$ cat src/rtl/wall_slice_render.sv
// Wall slice renderer: per-column setup (texture step by division, start offset by
// multiplication) followed by a per-pixel texture-v accumulator along the trace line.
module wall_slice_render #(
  parameter int H_VIEW   = 640,
  parameter int SIZE_W   = 11,
  parameter int TEX_BITS = 6,
  parameter int FRAC     = 10
) (
  input  logic                clk,
  input  logic                reset,
  input  logic                load,
  input  logic                side,
  input  logic [SIZE_W-1:0]   size,
  input  logic [TEX_BITS-1:0] texu,
  input  logic [9:0]          hpos,
  output logic                busy,
  output logic                ready,
  output logic                hit,
  output logic [TEX_BITS-1:0] texv,
  output logic [5:0]          rgb
);

  localparam int HALF    = H_VIEW / 2;
  localparam int TEX     = 1 << TEX_BITS;
  localparam int SW      = TEX_BITS + FRAC + 1;
  localparam int LW      = SIZE_W + 1;
  localparam int ACC_W   = SIZE_W + SW;
  localparam int CNT_MAX = (SW > SIZE_W) ? SW : SIZE_W;
  localparam int CNT_W   = $clog2(CNT_MAX + 1);
  localparam logic [SW-1:0] DIVIDEND = SW'(TEX) << FRAC;
  localparam logic [31:0]   HALF_U   = 32'(HALF);
  localparam logic [31:0]   LAST_U   = 32'(H_VIEW - 1);

  typedef enum logic [1:0] {IDLE, DIV, MUL, READY} state_t;

  state_t              state_q, state_d;
  logic                start_q, start_d;
  logic                side_q, side_d;
  logic [TEX_BITS-1:0] texu_q, texu_d;
  logic [SIZE_W-1:0]   size_q, size_d;
  logic [LW-1:0]       l_q, l_d;
  logic [LW-1:0]       rem_q, rem_d;
  logic [SW-1:0]       div_q, div_d;
  logic [CNT_W-1:0]    cnt_q, cnt_d;
  logic [SW-1:0]       step_q, step_d;
  logic [SIZE_W-1:0]   mplier_q, mplier_d;
  logic [ACC_W-1:0]    mcand_q, mcand_d;
  logic [ACC_W-1:0]    acc0_q, acc0_d;
  logic [ACC_W-1:0]    acc_q, acc_d;
  logic                hit_q, hit_d;
  logic [TEX_BITS-1:0] texv_q, texv_d;
  logic [5:0]          rgb_q, rgb_d;

  logic [31:0]         size_ext, hpos_ext, start_pos, end_pos;
  logic                in_span;
  logic [SIZE_W-1:0]   skip;
  logic [LW:0]         rem_shift;
  logic                rem_ge;
  logic [SW-1:0]       div_next;
  logic [ACC_W-1:0]    acc_base;
  logic [ACC_W:0]      acc_sum;
  logic [5:0]          colour;

  function automatic logic [TEX_BITS-1:0] sat_tex(input logic [ACC_W-FRAC-1:0] whole);
    if (whole > (ACC_W-FRAC)'(TEX - 1)) return '1;
    return whole[TEX_BITS-1:0];
  endfunction

  // Span geometry: the wall is mirrored about HALF and clipped to the visible line.
  assign size_ext  = 32'(size_q);
  assign hpos_ext  = 32'(hpos);
  assign start_pos = (size_ext > HALF_U) ? 32'd0 : HALF_U - size_ext;
  assign end_pos   = (HALF_U + size_ext > LAST_U) ? LAST_U : HALF_U + size_ext;
  assign in_span   = (hpos_ext >= start_pos) && (hpos_ext <= end_pos);
  assign skip      = (size_ext > HALF_U) ? SIZE_W'(size_ext - HALF_U) : '0;

  // One restoring-division step: dividend bits shift out of div_q as quotient bits shift in.
  assign rem_shift = {rem_q, div_q[SW-1]};
  assign rem_ge    = rem_shift >= {1'b0, l_q};
  assign div_next  = {div_q[SW-2:0], rem_ge};

  assign acc_base = (hpos_ext == start_pos) ? acc0_q : acc_q;
  assign acc_sum  = {1'b0, acc_base} + (ACC_W+1)'(step_q);

  assign colour = (texu_q == '0)                    ? 6'b111000 :
                  (texu_q == TEX_BITS'(TEX - 1))    ? 6'b010000 :
                  side_q                            ? 6'b110000 : 6'b100000;

  always_comb begin
    state_d  = state_q;
    start_d  = start_q;
    side_d   = side_q;
    texu_d   = texu_q;
    size_d   = size_q;
    l_d      = l_q;
    rem_d    = rem_q;
    div_d    = div_q;
    cnt_d    = cnt_q;
    step_d   = step_q;
    mplier_d = mplier_q;
    mcand_d  = mcand_q;
    acc0_d   = acc0_q;
    acc_d    = acc_q;
    hit_d    = 1'b0;
    texv_d   = '0;
    rgb_d    = '0;

    if (state_q == READY && in_span) begin
      hit_d  = 1'b1;
      texv_d = sat_tex(acc_base[ACC_W-1:FRAC]);
      rgb_d  = colour;
      acc_d  = acc_sum[ACC_W] ? '1 : acc_sum[ACC_W-1:0];
    end

    // A load always wins over the sequencer, so a busy setup is simply restarted.
    if (load) begin
      state_d = IDLE;
      start_d = 1'b1;
      side_d  = side;
      texu_d  = texu;
      size_d  = size;
      l_d     = {size, 1'b1};
    end else begin
      case (state_q)
        IDLE: begin
          if (start_q) begin
            state_d = DIV;
            start_d = 1'b0;
            rem_d   = '0;
            div_d   = DIVIDEND;
            cnt_d   = '0;
          end
        end
        DIV: begin
          rem_d = rem_ge ? LW'(rem_shift - {1'b0, l_q}) : LW'(rem_shift);
          div_d = div_next;
          cnt_d = cnt_q + 1'b1;
          if (cnt_q == CNT_W'(SW - 1)) begin
            state_d  = MUL;
            step_d   = div_next;
            mcand_d  = ACC_W'(div_next);
            mplier_d = skip;
            acc0_d   = '0;
            cnt_d    = '0;
          end
        end
        MUL: begin
          acc0_d   = acc0_q + (mplier_q[0] ? mcand_q : '0);
          mcand_d  = mcand_q << 1;
          mplier_d = mplier_q >> 1;
          cnt_d    = cnt_q + 1'b1;
          if (cnt_q == CNT_W'(SIZE_W - 1)) begin
            state_d = READY;
            acc_d   = acc0_d;
          end
        end
        READY: ;
        default: state_d = IDLE;
      endcase
    end
  end

  always_ff @(posedge clk) begin
    if (reset) begin
      state_q  <= IDLE;
      start_q  <= 1'b0;
      side_q   <= 1'b0;
      texu_q   <= '0;
      size_q   <= '0;
      l_q      <= '0;
      rem_q    <= '0;
      div_q    <= '0;
      cnt_q    <= '0;
      step_q   <= '0;
      mplier_q <= '0;
      mcand_q  <= '0;
      acc0_q   <= '0;
      acc_q    <= '0;
      hit_q    <= 1'b0;
      texv_q   <= '0;
      rgb_q    <= '0;
    end else begin
      state_q  <= state_d;
      start_q  <= start_d;
      side_q   <= side_d;
      texu_q   <= texu_d;
      size_q   <= size_d;
      l_q      <= l_d;
      rem_q    <= rem_d;
      div_q    <= div_d;
      cnt_q    <= cnt_d;
      step_q   <= step_d;
      mplier_q <= mplier_d;
      mcand_q  <= mcand_d;
      acc0_q   <= acc0_d;
      acc_q    <= acc_d;
      hit_q    <= hit_d;
      texv_q   <= texv_d;
      rgb_q    <= rgb_d;
    end
  end

  assign busy  = (state_q == DIV) || (state_q == MUL);
  assign ready = (state_q == READY);
  assign hit   = hit_q;
  assign texv  = texv_q;
  assign rgb   = rgb_q;

endmodule

$ cat config.mk
export PLATFORM = sky130hd
export DESIGN_NAME = wall_slice_render
export DESIGN_NICKNAME = d
export VERILOG_FILES = /design/src/rtl/wall_slice_render.sv
export SDC_FILE = /design/constraint.sdc
export NUM_CORES = 1
export LEC_CHECK = 0
export CAP_MARGIN = 20
export CELL_PAD_IN_SITES_DETAIL_PLACEMENT = 1
export CELL_PAD_IN_SITES_GLOBAL_PLACEMENT = 1
export CORE_ASPECT_RATIO = 0.6
export CORE_MARGIN = 2
export CORE_UTILIZATION = 45
export CTS_BUF_LIST = sky130_fd_sc_hd__clkbuf_4
export DETAILED_ROUTE_END_ITERATION = 8
export GPL_TIMING_DRIVEN = 0
export PLACE_DENSITY = 0.77
export SYNTH_ARGS = -nofsm -noshare
export SYNTH_HDL_FRONTEND = slang
export SYNTH_SLANG_ARGS = --single-unit
$ cat constraint.sdc
create_clock -name clk -period 7.95 [get_ports clk]
set_clock_uncertainty 0.1 [all_clocks]
set_input_delay 1.59 -clock clk [delete_from_list [all_inputs] [get_ports clk]]
set_output_delay 1.59 -clock clk [all_outputs]
set_load 0.01 [all_outputs]
Word level (Yosys, flattened, before mapping)

Index checks and enable logic that the tools add are counted.

Bits in registers: 192
Input port bits: 31
Logic and storage cells: 98

$add $sub $neg: 7
Order comparisons: 6
Equality and inequality tests: 10
Muxes and demuxes: 38
Bitwise operators: 2
Reduce and logical (&&, ||, !) cells: 17

Operator list:

| cell                                                  | number |
|---|---|
| two-way mux 28 bit                                    | 9 |
| one-hot mux 28 bit (2 select lines)                   | 2 |
| two-way mux 12 bit                                    | 3 |
| one-hot mux 17 bit (2 select lines)                   | 1 |
| == test 10 x 32 -> 1 bit                              | 1 |
| greater-or-equal comparator 10 x 32 -> 1 bit          | 1 |
| > comparator 32 x 10 -> 1 bit (second input constant) | 1 |
| two-way mux 32 bit                                    | 1 |
| adder 28 x 17 -> 29 bit                               | 1 |
| adder 28 bit                                          | 1 |
| two-way mux 6 bit                                     | 4 |
| one-hot mux 12 bit (2 select lines)                   | 1 |
| two-way mux 11 bit                                    | 2 |
| one-hot mux 11 bit (2 select lines)                   | 1 |
| > comparator 18 x 6 -> 1 bit (second input constant)  | 1 |
| two-way mux 17 bit                                    | 1 |
| two-way mux 5 bit                                     | 3 |
| one-hot mux 5 bit (3 select lines)                    | 1 |
| greater-or-equal comparator 13 x 12 -> 1 bit          | 1 |
| adder 9 x 11 -> 12 bit (first input constant)         | 1 |
| <= comparator 10 x 12 -> 1 bit                        | 1 |
| AND reduction 3 bit                                   | 4 |
| subtractor 12 bit                                     | 1 |
| subtractor 9 x 11 -> 12 bit (first input constant)    | 1 |
| other kinds (22)                                      | 36 |

Longest topological paths before layout

Gate-level depths: netlist of run 1.

Depth in word-level cells: 10
Mapped depth: 30
Depth with buffers taken out: 25

Least setup slack after synthesis of run 1

Ideal clock, no wire load.

Path kind: register to register
From: register size_q[0]
To: register acc_q[17]
Arrival time: 5804 ps
Data required time: 7780 ps
Setup slack: 1975 ps
Cell stages (with the launch flop): 31
Buffers on the path: 6
Cells stage by stage: dfxtp_1 inv_1 ha_1 nor3b_4 a31oi_1 nor3_1 clkbuf_1 nand3_1 ha_1 nand4_1 nor3_1 inv_1 nor2_2 buf_4 clkbuf_1 buf_1 nand2_1 nand2_1 ha_1 inv_1 fa_1 nor2b_1 o31a_1 o2111ai_1 nand3_1 a21boi_4 nand2b_1 buf_4 buf_6 o221ai_1 a21oi_1

Cells in the longest elaborated chain, start to end: 10

Ends and longest elaborated chain:

| element                                                              | line     | text |
|---|---|---|
| from (decl)                                                          | 40       | `logic [SIZE_W-1:0] size_q, size_d;` |
| from (signal assigned)                                               | 187      | `size_q <= size_d;` |
| adder 9 x 11 -> 12 bit (tied with other cells)                       | 73       | `assign end_pos = (HALF_U + size_ext > LAST_U) ? LAST_U : HALF_U + size_ext;` |
| > comparator 32 x 10 -> 1 bit or two-way mux 32 bit (tied branches)  | 73, 72   |  |
| two-way mux 12 bit or == test 10 x 32 -> 1 bit (tied branches)       | 73, 82   |  |
| <= comparator 10 x 12 -> 1 bit or two-way mux 28 bit (tied branches) | 74, 82   |  |
| logical AND 1 bit or adder 28 x 17 -> 29 bit (tied branches)         | 74, 83   |  |
| logical AND 1 bit or two-way mux 28 bit (tied branches)              | 108, 112 |  |
| two-way mux 28 bit *                                                 | 108      | `if (state_q == READY && in_span) begin` |
| two-way mux 28 bit                                                   | 152      | `if (cnt_q == CNT_W'(SIZE_W - 1)) begin` |
| two-way mux 28 bit                                                   | 124      | `case (state_q)` |
| two-way mux 28 bit *                                                 | 116      | `if (load) begin` |
| to (signal assigned)                                                 | 178      | `acc_q <= '0;` |
| to (signal assigned)                                                 | 196      | `acc_q <= acc_d;` |
| to (decl)                                                            | 49       | `logic [ACC_W-1:0] acc_q, acc_d;` |

Mark *: on every way between the ends. The rest lies on a longest branch, timed or not.
A chain may end at the register's enable or synchronous reset.

Final worst setup path of run 1

From: register size_q[0]
To: register acc_q[16]

The elaborated chain is that of the path after synthesis.

==> flow_metrics.env, run 1 <==
export IMPL_drive_gt1_share_pct=5.26
export IMPL_setup_violations=0
export IMPL_slowest_stage="or4_1"
export IMPL_io_pins=46
export IMPL_clk_pin_slew_ns=0.17
export IMPL_finalHoldViolCount=0
export IMPL_final_cell_mix="178 x dfxtp_1, 169 x nor2_1, 162 x nand2_1, 93 x a21oi_1, 90 x ha_1"
export IMPL_fp_row_count=45
export IMPL_critPathMaxStageDelay_ns=0.58
export IMPL_tightest_slew_ns=1.05
export IMPL_p_leak_nw=5.13
export IMPL_track_usage_pct=31.6
export IMPL_cts_setup_buffers=0
export IMPL_initial_utilization_pct=45.8
export IMPL_netlist_instances=1445
export IMPL_cp_start_kind="flip-flop"
export IMPL_wl_per_cell_um=22.4
export IMPL_synth_area_um2=11600
export IMPL_seqCellArea_um2=3560
export IMPL_criticalPathCategory="reg -> reg"
export IMPL_end_kind="flip-flop"
export IMPL_synth_ff_type="dfxtp_1"
export IMPL_cts_hold_buffers=0
export IMPL_dp_hpwl_um=32600
export IMPL_power_density_nw_per_um2=136
export IMPL_ir_worst_vdd_mv=0.165
export IMPL_clockPowerShare_pct=32.1
export IMPL_finalNetCount=1632
export IMPL_swShare_pct=30.6
export IMPL_root_buffer="clkbuf_4"
export IMPL_synth_seq_cells=178
export IMPL_first_iter_violations=956
export IMPL_die_area_um2=27100
export IMPL_drt_first_pass_iters=5
export IMPL_nFillCells=3103
export IMPL_area_delta_synth_final_pct=10.0
export IMPL_die_w_um=211
export IMPL_final_common_cell="dfxtp_1"
export IMPL_clock_fmax_mhz=132
export IMPL_clk_latency_ns=0.64
export IMPL_seq_area_frac_synth_pct=30.8
export IMPL_remaining_drc_errors=0
export IMPL_pwr_share_seq_pct=53.3
export IMPL_antenna_found_initial=1
export IMPL_postSynth_asyncResetShare_pct=0
export IMPL_relSlewSlack_pct=30.0
export IMPL_critPathArrivalTime_ns=7.98
export IMPL_internal_power_mw=1.20
export IMPL_period_share_pct=95.1
export IMPL_via_per_inst=6.12
export IMPL_gp_congestion=0.909
export IMPL_worst_slack_ns=0.389
export IMPL_critPathTopFamily="simple AND/OR/NAND/NOR gates"
export IMPL_via_count=11331
export IMPL_coreArea_um2=25300
export IMPL_cts_sinks=178
export IMPL_power_frac_comb_pct=14.6
export IMPL_worstPathRequired_ns=8.37
export IMPL_grt_pass1_vias=11241
export IMPL_cap_viol_max_count=0
export IMPL_critPathBufInv=5
export IMPL_pre_cts_slack_ns=-0.907
export IMPL_ant_nets=0
export IMPL_ys_warn_count=0
export IMPL_run_status="completed"
export IMPL_grt_pass1_wl_um=65300
export IMPL_p_switching_mw=0.529
export IMPL_cts_tree="yes"
export IMPL_hp_class="reg -> reg"
export IMPL_port_buffers=41
export IMPL_rsz0062_at_grt="false"
export IMPL_grt_start_max_net_pins=17
export IMPL_maxSlewViolCount=0
export IMPL_synth_edf_count=0
export IMPL_cts_made_buffers=17
export IMPL_synth_distinct_cells=75
export IMPL_overflow=0
export IMPL_syn_avg_cell_area_um2=8.01
export IMPL_cp_max_fo=10
export IMPL_min_period_ns=7.56
export IMPL_dieHeight_um=128
export IMPL_cts_htree_levels=4
export IMPL_routed_wl_um=41500
export IMPL_clk_path_buf_depth=2
export IMPL_hold_ws_ns=0.376
export IMPL_multi_input_area_um2=7480
cells in the mapped netlist (36+ instances only):
cell        n  share of area [%]
nand3_1    46                2.0
ha_1       90                9.7
clkbuf_1   59                1.9
nand2_1   162                5.3
a21oi_1    93                4.0
a22oi_1    36                2.3
mux2i_1    71                6.1
nor2_1    170                5.5
inv_1      49                1.6
o21ai_0    61                2.6
xnor2_1    41                3.1
dfxtp_1   178                 31
nor3_1     38                1.6
worst reg2reg max path, cell delays in order (launching register included):
cell and delay (ns):
dfxtp_1 0.50, inv_1 0.30, ha_1 0.23, nor3b_4 0.33
a31oi_1 0.17, nor3_1 0.29, clkbuf_2 0.29, nand3_1 0.13
ha_1 0.31, nand4_1 0.17, nor3_4 0.36, nand2_1 0.21
buf_2 0.26, buf_1 0.37, buf_2 0.34, nand2_1 0.10
nand2_1 0.08, ha_1 0.21, or4_1 0.58, or2_0 0.25
o2111ai_1 0.25, nand3_2 0.32, a21boi_4 0.28, nor2_2 0.44
nand3_1 0.29, o211ai_1 0.18, a21oi_1 0.09
final cells by class:
type	instances	area share (%)
Multi-Input combinational cell	1136	58.7
Timing Repair Buffer	43	3.38
Sequential cell	178	28.0
Inverter	49	1.44
Clock buffer	18	1.06
Buffer	83	2.99
Tap cell	329	3.23
Clock inverter	14	1.20
Antenna cell	1	0.0196
kinds of logic after synthesis:
kind of cell,share of synthesized area [%]
DFF,30.8
muxes,6.43
and+or+nand+nor,22.0
adders and majority gates,10.2
AOI/OAI and AO/OA,21.4
buffers and inverters,4.89
other,0.0324
xor gates and xnor gates,4.16
flip-flops by register name, indices dropped and copies added (netlist names), 2 cells and up:
signal and cells:
div_q 17, state_q 2, mcand_q 28, cnt_q 5, step_q 17, rem_q 12
acc0_q 28, acc_q 28, size_q 11, rgb 3, texv 6, texu_q 6
mplier_q 11
power groups by stage:
stage | logic, mW | registers, mW | clock network [mW]
finish | 0.253 | 0.921 | 0.555
global route | 0.278 | 0.923 | 0.603
CTS | 0.248 | 0.920 | 0.565
detailed placement | 0.246 | 0.939 | 0
global placement | 0.238 | 0.939 | 0
floorplan | 0.165 | 0.934 | 0
worst paths after layout:
check,from,to,slack [ns],cells past startpoint
min reg2reg,mcand_q[27],mcand_q[27],0.38,2
max,size_q[0],acc_q[16],0.39,26
max reg2reg,size_q[0],acc_q[16],0.39,26
min,mcand_q[27],mcand_q[27],0.38,2
through the flow:
step	cells	util, %	instance area [um^2]	setup TNS (ns)	total power [mW]
global route	1851	50.4	12700	0	1.80
finish	1851	50.4	12700	0	1.73
detailed placement	1818	49.1	12400	-18.35	1.19
CTS	1850	50.3	12700	0	1.73
floorplan	1447	-	11600	0	1.10
global placement	1817	49.1	12400	-13.67	1.18
repair_timing:
| action | CTS | global route |
|---|---|---|
| resized for setup | 5 | 4 |
| cloned | 0 | 0 |
| endpoints found under the setup margin | 28 | 28 |
| hold endpoints to repair | 0 | 0 |
per-layer routing:
layer,vias to the layer above,wire (um),global-route usage (%)
met5,-,0,0
met4,0,391,5.22
met3,34,3120,7.99
met2,325,16800,45.5
met1,5639,21200,47.5
li1,5333,-,-
No activity file was read; power rests on OpenSTA's default activity.
==> inputs of run 2 (changes only) <==
--- a/config.mk
+++ b/config.mk
@@ -5,7 +5,6 @@
 export SDC_FILE = /design/constraint.sdc
 export NUM_CORES = 1
 export LEC_CHECK = 0
-export CAP_MARGIN = 20
 export CELL_PAD_IN_SITES_DETAIL_PLACEMENT = 1
 export CELL_PAD_IN_SITES_GLOBAL_PLACEMENT = 1
 export CORE_ASPECT_RATIO = 0.6
==> run 2 against run 1 <==
Against the previous run:
- via count grew 0.70%
- clock power grew 2%
- critical path depth grew 4
==> flow_metrics.env, run 2 (synthesis results as in run 1) <==
export IMPL_critPathArrivalTime_ns=8.03
export IMPL_cts_htree_levels=4
export IMPL_grt_pass1_wl_um=66000
export IMPL_maxSlewViolCount=0
export IMPL_cts_made_buffers=17
export IMPL_dp_cells=1817
export IMPL_antenna_found_initial=0
export IMPL_fin_cells=1849
export IMPL_rrSetupSlack_ns=0.41
export IMPL_num_antenna_cells=0
export IMPL_relSlewSlack_pct=13.3
export IMPL_initial_utilization_pct=45.8
export IMPL_rsz0062_at_grt="false"
export IMPL_cts_sinks=178
export IMPL_cts_setup_buffers=0
export IMPL_dieHeight_um=128
export IMPL_top_layer="met4"
export IMPL_routed_wl_um=41900
export IMPL_clk_pin_slew_ns=0.18
export IMPL_finalNetCount=1631
export IMPL_die_w_um=211
export IMPL_cts_tree="yes"
export IMPL_cp_max_fo=10
export IMPL_cp_common_cell="ha_1"
export IMPL_p_leak_nw=5.12
export IMPL_first_iter_violations=987
export IMPL_clk_path_buf_depth=2
export IMPL_worstPathRequired_ns=8.44
export IMPL_wl_per_cell_um=22.6
export IMPL_wl_met2_um=16800
export IMPL_via_per_inst=6.17
export IMPL_coreArea_um2=25300
export IMPL_largestRegisters="acc0_q (28), acc_q (28), mcand_q (28)"
export IMPL_die_area_um2=27100
export IMPL_tightest_slew_ns=1.29
export IMPL_end_kind="flip-flop"
export IMPL_overflow=0
export IMPL_final_cell_mix="178 x dfxtp_1, 169 x nor2_1, 162 x nand2_1, 93 x a21oi_1, 90 x ha_1"
export IMPL_final_core_util_pct=50.4
export IMPL_grt_pass1_vias=11287
export IMPL_ant_nets=0
export IMPL_route_met3_wl_um=3190
export IMPL_gp_congestion=0.909
export IMPL_hp_class="reg -> reg"
export IMPL_drt_first_pass_iters=5
export IMPL_cp_start_kind="flip-flop"
export IMPL_clk_latency_ns=0.67
export IMPL_port_buffers=41
export IMPL_run_status="completed"
export IMPL_clock_fmax_mhz=133
export IMPL_critPathMaxStageDelay_ns=0.51
export IMPL_root_buffer="clkbuf_4"
export IMPL_finalHoldViolCount=0
export IMPL_wl_met1_um=21300
export IMPL_min_period_ns=7.54
export IMPL_final_common_cell="dfxtp_1"
export IMPL_ir_worst_vdd_mv=0.117
export IMPL_criticalPathCategory="reg -> reg"
export IMPL_track_usage_pct=31.8
export IMPL_via_count=11410
export IMPL_power_density_nw_per_um2=137
export IMPL_setup_violations=0
export IMPL_dpl_cell_area_um2=12400
export IMPL_slowest_stage="dfxtp_1"
export IMPL_period_share_pct=94.8
export IMPL_cap_viol_max_count=0
export IMPL_remaining_drc_errors=0
export IMPL_drive_gt1_share_pct=5.46
export IMPL_final_cell_area_um2=12700
export IMPL_dp_hpwl_um=32600
export IMPL_fp_row_count=45
export IMPL_cts_hold_buffers=0
export IMPL_io_pins=46
export IMPL_grt_start_max_net_pins=19
export IMPL_area_delta_synth_final_pct=10.0
## run 2: cell types whose count changed in the layout (fill, tap and decap cells not counted), sizes merged
cell	previous run	this run
clkinv	6	4
clkinvlp	1	3
inv	54	56
buf	26	25
bufinv	2	1
diode	1	0
dlymetal6s2s	1	0
## run 2: path summary, 6_finish.rpt
path / startpoint / to / cells past startpoint
setup reg to reg: size_q[0] / acc_q[10] / 30
hold reg to reg: mcand_q[25] / mcand_q[26] / 2
setup / recovery: size_q[0] / acc_q[10] / 30
hold / removal: mcand_q[25] / mcand_q[26] / 2
## run 2: power breakdown
| group | switching, mW | total [mW] | internal, mW |
|---|---|---|---|
| Combinational | 0.156 | 0.254 | 0.0982 |
| Sequential | 0.0147 | 0.921 | 0.907 |
| Clock | 0.395 | 0.565 | 0.170 |
| Total | 0.565 | 1.74 | 1.17 |
## run 2: metrics by stage
stage / total power, mW / setup slack (ns) / setup TNS (ns) / hold WS [ns]
6_report: 1.74 / 0.413 / 0 / 0.377
3_3_place_gp: 1.18 / -0.778 / -13.67 / 0.339
3_5_place_dp: 1.19 / -0.861 / -16.56 / 0.357
5_1_grt: 1.80 / 0.0462 / 0 / 0.408
4_1_cts: 1.74 / 0.0808 / 0 / 0.377
2_1_floorplan: 1.10 / 1.98 / 0 / 0.332
## run 2: layer usage
layer | vias to the layer above | GRT usage [%]
met5 | - | 0
met4 | 0 | 7.58
met3 | 44 | 6.39
met2 | 363 | 45.3
met1 | 5662 | 48.5
li1 | 5341 | -
## run 2: what timing repair did
item | in CTS | in global routing
gates resized for setup | 5 | 6
endpoints found under the setup margin | 28 | 28
gates cloned | 0 | 0
## run 2: cell type report
cell class	count	area (um^2)
timing repair buffer	41	410
clock inverter	15	168
fill	3163	12500
tap	329	412
multi-input combinational	1136	7480
clock buffer	17	128
inverter	49	184
sequential	178	3560
buffer	84	385
## run 2: critical path: cells and delay by family, from the launching register on
family | cells | cell delay [ns]
AND/OR/NAND/NOR | 11 | 2.30
AO/OA/AOI/OAI | 6 | 1.32
adder cells (fa/ha/maj) | 4 | 1.13
buffers and inverters | 9 | 2.08
flip-flops | 1 | 0.51
==> edit: new RTL, config.mk and constraints of run 2 <==
The 4 states of `state_t` get a Gray code encoding in 2 bits.
--- a/src/rtl/wall_slice_render.sv
+++ b/src/rtl/wall_slice_render.sv
@@ -32,5 +32,5 @@
   localparam logic [31:0]   LAST_U   = 32'(H_VIEW - 1);
 
-  typedef enum logic [1:0] {IDLE, DIV, MUL, READY} state_t;
+  typedef enum logic [1:0] {IDLE = 2'b00, DIV = 2'b01, MUL = 2'b11, READY = 2'b10} state_t;
 
   state_t              state_q, state_d;
Check against the original RTL: same outputs for any inputs over 10 cycles, from zero or initial values and one cycle with reset high; not proved beyond that.
==> edit against run 2 <==
Sequential power shrank 1%; design area decreased by 1.5%; global-route usage fell by 0.29 points; fmax is 2.2% lower; routed wire length decreased by 1.3%; sequential cell count unchanged; total power down 6.8%; sequential share of layout area grew 0.42 points; count of clock-buffer cells in the layout rose by 2; worst setup slack got worse by 0.17 ns; synthesized area is 0.69% lower; synthesized cell count increased by 1.8%.
==> edit: results (changes against run 2) <==
metric	value	unit	change
combPwrFrac	14.2	%	was 14.6%
crit_slowest_cell	dfxtp_1		unchanged
grt_pass1_vias	11200		was 11.3k
grt_max_degree	20		was 19
dp.cells	1842		was 1817
cpPeakStageDelay	0.47	ns	was 0.51 ns
worstHoldEndpoint	mcand_q[0]		was mcand_q[26]
synth_common_cells	nand2_1, nor2_1, dfxtp_1		was dfxtp_1, nor2_1, nand2_1
grt_pass1_wl	64700	um	was 66000 um
gp_congestion	0.919		was 0.909
synth_edf_count	0		unchanged
vdd_drop_max	0.104	mV	was 0.117 mV
cts.reportedPaths.clkPinSlew	0.17	ns	
drt_iter0_markers	892		was 987
final_area	12500	um^2	was 12700 um^2
critPathArrivalTime	8.14	ns	was 8.03 ns
placed_area	12300	um^2	was 12400 um^2
path_max_fanout	10		unchanged
hp-start	mcand_q[0]		was mcand_q[25]
final_cells	1872		was 1849
post_cts_buffers	0		unchanged
ys_top_cells_by_area	dfxtp_1, ha_1, nand2_1		was dfxtp_1, ha_1, mux2i_1
pwr-share-clk	29.9	%	was 32.5%
drt_first_pass_iters	5		unchanged
status	completed		unchanged
synth.distinct_cells	81		was 75
async_reset_ff_share	0	%	unchanged
layout-drive-gt1-share	5.32	%	was 5.46%
nets	1650		was 1631
synth_area_per_cell	7.81	um^2	was 8.01 um^2
wl	41300	um	was 41900 um
grt.total_usage	31.6	%	was 31.8%
whs_path_depth	2		unchanged
dp_slack	-0.180	ns	was -0.861 ns
io_buffers	40		was 41
hold_ws	0.385	ns	was 0.377 ns
cts_root_buf	clkbuf_4		unchanged
worst_slack	0.242	ns	was 0.413 ns
hpwl	32700	um	was 32600 um
path_class	register to register		unchanged
n_fill_cell	3198		was 3163
endpoint	acc_q[27]		was acc_q[10]
slew_headroom	38.2	%	was 13.3%
p_leak	4.91	nW	was 5.12 nW
finalPower	0.00162	W	was 0.00174 W
yosysSeqAreaShare	31.0	%	was 30.8%
yosysWarnings	0		unchanged
clkLatencyLatePin	0.66	ns	
clk_path_buf_depth	2		unchanged
viasPerCell	6.11		was 6.17
internal-power	0.00112	W	was 0.00117 W
r2r_start	size_q[0]		unchanged
grt_antenna_before_repair	1		was 0
## edit: cell count changes in the layout (fill, tap and decap cells not counted), moves of 8 or more
| cell | change |
|---|---|
| a211oi_1 | -12 |
| o31a_1 | -8 |
| a311oi_1 | +17 |
| mux2i_1 | -38 |
| nor2_1 | +11 |
| nand2_1 | +59 |
| o21a_1 | +8 |
| a31oi_1 | +11 |
| a22oi_1 | +13 |
| a21o_1 | +8 |
| nand3_1 | -23 |
| nor3_1 | -8 |
## edit: timing repair
item / 4_1_cts / 5_1_grt
setup endpoints to repair: 12 / 21
gates resized for setup: 1 / 3
pin swaps: 0 / 0
## edit: cell type report
cell class	count	area share, %
Buffer	85	2.97
Timing Repair Buffer	40	3.19
Clock inverter	11	0.648
Inverter	45	1.37
Clock buffer	19	1.14
Tap cell	329	3.28
Sequential cell	178	28.4
Multi-Input combinational cell	1164	59.0
Antenna cell	1	0.0199
## edit: cells by family (layout without fill, tap and decap cells)
logic type / after synthesis / count (layout) / synth area share (%)
adders and majority gates: 88 / 88 / 9.77
and+or+nand+nor: 580 / 580 / 23.3
DFF: 178 / 178 / 31.0
other: 1 / 4 / 0.0326
AOI/OAI and AO/OA: 398 / 398 / 23.5
xor gates and xnor gates: 57 / 57 / 4.34
muxes: 38 / 38 / 3.39
buffers and inverters: 131 / 200 / 4.74
## edit: metal layers
| metal | vias to the layer above | part of all wire, % | GRT usage, % |
|---|---|---|---|
| li1 | 5394 | - | - |
| met1 | 5635 | 52 | 48.7 |
| met2 | 359 | 38 | 42.9 |
| met3 | 48 | 8.7 | 8.79 |
| met4 | 0 | 1.1 | 6.26 |
| met5 | - | 0 | 0 |
